[config.mk]
export PLATFORM = sky130hd
export DESIGN_NAME = car_sensor_conditioner
export DESIGN_NICKNAME = d
export VERILOG_FILES = /design/src/rtl/stoplight_pkg.sv /design/src/rtl/sensor_debounce.sv /design/src/rtl/car_sensor_conditioner.sv
export SDC_FILE = /design/constraint.sdc
export NUM_CORES = 1
export LEC_CHECK = 0
export ABC_AREA = 1
export BUFFER_PORTS_ARGS = -buffer_cell sky130_fd_sc_hd__buf_2
export CAP_MARGIN = 15
export CORE_MARGIN = 2
export CORE_UTILIZATION = 25
export DETAILED_ROUTE_END_ITERATION = 8
export MAX_ROUTING_LAYER = met4
export PLACE_DENSITY_LB_ADDON = 0.25
export REMOVE_ABC_BUFFERS = 1
export SKIP_LAST_GASP = 1
export SLEW_MARGIN = 5
export SYNTH_ARGS = -nofsm -noshare
export SYNTH_HDL_FRONTEND = slang
export SYNTH_SLANG_ARGS = --single-unit
[constraint.sdc]
create_clock -name clk -period 2.2 [get_ports clk]
set_input_delay 0.11 -clock clk [delete_from_list [all_inputs] [get_ports clk]]
set_output_delay 0.11 -clock clk [all_outputs]
set_load 0.02 [all_outputs]
[src/rtl/stoplight_pkg.sv]
// rtl/stoplight_pkg.sv - light encodings and request FSM states shared with the stoplight controller
package stoplight_pkg;

  localparam logic [2:0] RED = 3'b001;
  localparam logic [2:0] YLW = 3'b010;
  localparam logic [2:0] GRN = 3'b100;

  typedef enum logic [1:0] {
    IDLE  = 2'd0,
    REQ   = 2'd1,
    SERVE = 2'd2
  } req_state_e;

endpackage

[src/rtl/sensor_debounce.sv]
// rtl/sensor_debounce.sv - two-flop synchronizer plus consecutive-sample debounce
module sensor_debounce #(
  parameter int DEBOUNCE_CYCLES = 4,
  parameter int CNT_W           = 3
) (
  input  logic clk,
  input  logic rst,
  input  logic sensor_raw,
  output logic debounced
);

  localparam logic [CNT_W-1:0] CNT_MAX = CNT_W'(DEBOUNCE_CYCLES - 1);

  logic             sync1_q, sync2_q;
  logic             deb_q, deb_d;
  logic [CNT_W-1:0] cnt_q, cnt_d;

  // Any sample agreeing with the current level restarts qualification.
  always_comb begin
    deb_d = deb_q;
    cnt_d = '0;
    if (sync2_q != deb_q) begin
      if (cnt_q == CNT_MAX) begin
        deb_d = ~deb_q;
      end else begin
        cnt_d = cnt_q + CNT_W'(1);
      end
    end
  end

  always_ff @(posedge clk) begin
    if (!rst) begin
      sync1_q <= 1'b0;
      sync2_q <= 1'b0;
      deb_q   <= 1'b0;
      cnt_q   <= '0;
    end else begin
      sync1_q <= sensor_raw;
      sync2_q <= sync1_q;
      deb_q   <= deb_d;
      cnt_q   <= cnt_d;
    end
  end

  assign debounced = deb_q;

endmodule

[src/rtl/car_sensor_conditioner.sv]
// rtl/car_sensor_conditioner.sv - latched car request with service detection and wait counter
module car_sensor_conditioner
  import stoplight_pkg::*;
#(
  parameter int DEBOUNCE_CYCLES = 4,
  parameter int CNT_W           = 3,
  parameter int WAIT_W          = 8
) (
  input  logic              clk,
  input  logic              rst,
  input  logic              sensor_raw,
  input  logic [2:0]        light_pros,
  output logic              car_present,
  output logic              car_debounced,
  output logic [WAIT_W-1:0] wait_cycles
);

  logic              deb;
  req_state_e        state_q, state_d;
  logic [WAIT_W-1:0] wait_q, wait_d;

  sensor_debounce #(
    .DEBOUNCE_CYCLES(DEBOUNCE_CYCLES),
    .CNT_W          (CNT_W)
  ) u_debounce (
    .clk       (clk),
    .rst       (rst),
    .sensor_raw(sensor_raw),
    .debounced (deb)
  );

  always_comb begin
    state_d = state_q;
    wait_d  = wait_q;
    case (state_q)
      IDLE: begin
        if (deb) begin
          state_d = REQ;
          wait_d  = '0;
        end
      end
      REQ: begin
        // The request is held even if the car leaves; only green releases it.
        if (wait_q != {WAIT_W{1'b1}}) wait_d = wait_q + WAIT_W'(1);
        if (light_pros == GRN) state_d = SERVE;
      end
      SERVE: begin
        if (light_pros != GRN) begin
          if (deb) begin
            state_d = REQ;
            wait_d  = '0;
          end else begin
            state_d = IDLE;
          end
        end
      end
      default: state_d = IDLE;
    endcase
  end

  always_ff @(posedge clk) begin
    if (!rst) begin
      state_q <= IDLE;
      wait_q  <= '0;
    end else begin
      state_q <= state_d;
      wait_q  <= wait_d;
    end
  end

  assign car_present   = (state_q == REQ);
  assign car_debounced = deb;
  assign wait_cycles   = wait_q;

endmodule
==> results.py <==
metrics = {
    "setup_path": {
        "slowest_delay_ps": 400,
        "arrival_ps": 1580,
        "crit_slowest_cell": "dfxtp_1",
        "end_kind": "register",
        "crit_fanout": 5,
        "setup.worst_path.start_class": "register",
        "worstPathCellList": "ha_1 -> nand2_1 -> inv_1 -> nand3_4 -> nand2_4 -> nand2_1 -> a21oi_1",
        "cp_common_cell": "nand2_1",
        "crit_type": "register to register",
        "required_ps": 2430,
    },
    "route": {
        "num_vias": 746,
        "dr.first_iter.drc_count": 15,
        "post_drt_via_cell_ratio": 4.26,
        "postRouteAntennaNets": 0,
        "drcViolationCount": 0,
        "drtPass1Iterations": 4,
        "wl_microns": 1680,
        "wl_per_cell_microns": 9.61,
    },
    "yosys": {
        "syn_area_sq_um": 805,
        "yosysSeqAreaShare": 0.398,
        "ys_warn_count": 0,
        "synth.distinct_cells": 21,
        "synth_edf_count": 0,
        "ys_ff_latch": 16,
        "synthCells": 113,
        "avgSynthCellArea_sq_um": 7.12,
        "synth_ff_type": "dfxtp_1",
        "synthArstFlopShare": 0,
    },
    "power": {
        "seqPwrFrac": 0.625,
        "p_sw_mw": 0.106,
        "intPower_mw": 0.363,
        "p_leak_nw": 0.439,
        "peakVddDrop_uv": 257,
        "power.density_nw_per_um2": 487,
        "clkPwrFrac": 0.341,
        "combPwrFrac": 0.035,
        "p_sw_frac": 0.226,
    },
    "floorplanning": {
        "start_util": 0.264,
        "rows": 20,
        "die_width_microns": 60.7,
        "die_h_microns": 60.7,
        "ios": 16,
        "core_area_sq_um": 3050,
        "dieArea_sq_um": 3690,
    },
    "global_routing": {
        "grt_overflow_total": 0,
        "grt_first_pass_wirelength_microns": 2700,
        "grt_max_degree": 11,
        "grt_util_all_layers": 0.105,
        "antenna_found_initial": 0,
        "grt_pass1_vias": 658,
    },
    "cts": {
        "cts_root_buffer": "clkbuf_4",
        "ctsHtreeMaxLevel": 1,
        "insertion_delay_ps": 300,
        "clock_path_buffers": 2,
        "numCtsBuffers": 3,
        "cts_tree": "yes",
        "clkTransAtPathRegs_ps": 100,
        "cts_setup_buffers": 0,
        "clkSinkCount": 16,
    },
    "final_layout": {
        "drive_above_1_share": 0.221,
        "fin_nets": 142,
        "diodes": 0,
        "syn_to_final_growth_pct": 19.6,
        "mostFrequentLayoutCell": "nand2_1",
        "final_cell_mix": "nand2_1, inv_1, dfxtp_1",
    },
    "timing": {
        "tns_ps": 0,
        "slew_headroom": 0.809,
        "min_period_over_period": 0.615,
        "hold_viol": 0,
        "max_freq_mhz": 739,
        "setup_viol_count_final": 0,
        "min_period_ps": 1350,
        "grt_setup_unrepaired": "no",
        "skew_ps": 9.49,
        "whs_ps": 84.4,
        "slew_viol_final": 0,
        "tightest_slew_ps": 286,
    },
    "place": {
        "place_congestion": 0.856,
        "io_buffer_count": 15,
        "dp_hpwl_microns": 1310,
    },
    "worst_hold_path": {
        "holdCritPathClass": "input pin to register",
    },
    "run": {
        "cap_violations": 0,
    },
    "status": {
        "status": "complete, no violations",
    },
}
[stage by stage]
stage / power, mW / instance area, sq um / setup WS, ps / std cells / util
final: 0.469 / 962 / 846 / 175 / 0.315
after global placement: 0.315 / 930 / 896 / 171 / 0.305
after detailed placement: 0.315 / 930 / 869 / 171 / 0.305
after global routing: 0.486 / 962 / 692 / 175 / 0.315
after floorplan: 0.306 / 800 / 829 / 112 / -
after CTS: 0.478 / 962 / 845 / 175 / 0.315
[timing repair]
action                                 in CTS  in global routing
setup endpoints to repair                   0                  0
endpoints found under the hold margin       1                  0
hold buffers                                1                  0
resized for setup                           0                  0
[cell type report]
class | count | area (sq um)
clock buffers | 3 | 22.5
inverters | 20 | 77.6
repair buffers | 16 | 85.1
fillers | 347 | 2090
well taps | 44 | 55.1
multi-input cells | 76 | 402
flip-flops and latches | 16 | 320
[worst max-delay path: cells and delay by family (launching register included)]
| family | cells | cell delay, ps |
|---|---|---|
| compound gates | 1 | 150 |
| fa+ha+maj | 1 | 190 |
| simple gates | 4 | 380 |
| buf+inv | 1 | 160 |
| flops | 1 | 400 |
[power groups by stage]
| stage | Sequential [mW] | Combinational (mW) | Clock [mW] |
|---|---|---|---|
| final | 0.293 | 0.0163 | 0.160 |
| after CTS | 0.293 | 0.0166 | 0.168 |
| after global routing | 0.293 | 0.0188 | 0.174 |
| after floorplan | 0.299 | 0.00645 | 0 |
| after detailed placement | 0.300 | 0.0153 | 0 |
| after global placement | 0.300 | 0.0152 | 0 |
[flip-flops by register name (all words and copies together) (netlist names)]
name                  count
wait_cycles               8
u_debounce.cnt_q          3
state_q                   2
u_debounce.debounced      1
u_debounce.sync1_q        1
u_debounce.sync2_q        1
[Yosys cell counts (2+ instances only)]
| cell type | count | area share |
|---|---|---|
| inv_1 | 18 | 0.084 |
| nand2_2 | 3 | 0.023 |
| nor2_1 | 12 | 0.056 |
| nand2_1 | 25 | 0.12 |
| ha_1 | 3 | 0.047 |
| nand3_1 | 9 | 0.056 |
| o21ai_0 | 4 | 0.025 |
| dfxtp_1 | 16 | 0.40 |
| o211ai_1 | 2 | 0.019 |
| nor2_2 | 2 | 0.016 |
| a21oi_1 | 9 | 0.056 |
[kinds of logic after synthesis]
group / Yosys count / share of synthesized area
and+or+nand+nor: 56 / 0.334
buffers and inverters: 21 / 0.103
adders and majority gates: 3 / 0.0467
AOI/OAI and AO/OA: 17 / 0.118
DFF: 16 / 0.398
[metal layers]
| metal | up-vias | track usage | routed length, microns |
|---|---|---|---|
| li1 | 393 | - | - |
| met1 | 337 | 0.119 | 802 |
| met2 | 12 | 0.171 | 781 |
| met3 | 4 | 0.0320 | 59 |
| met5 | - | - | 0 |
| met4 | 0 | 0.0466 | 39 |
[final timing paths]
path,from,endpoint,slack [ps],depth (start not counted)
setup / recovery,wait_cycles[0],wait_cycles[2],850,7
hold / removal,light_pros[0],state_q[1],80,4
setup reg to reg,wait_cycles[0],wait_cycles[2],850,7
hold reg to reg,u_debounce.cnt_q[0],u_debounce.cnt_q[0],430,1
No activity file was read; power rests on OpenSTA's default activity.
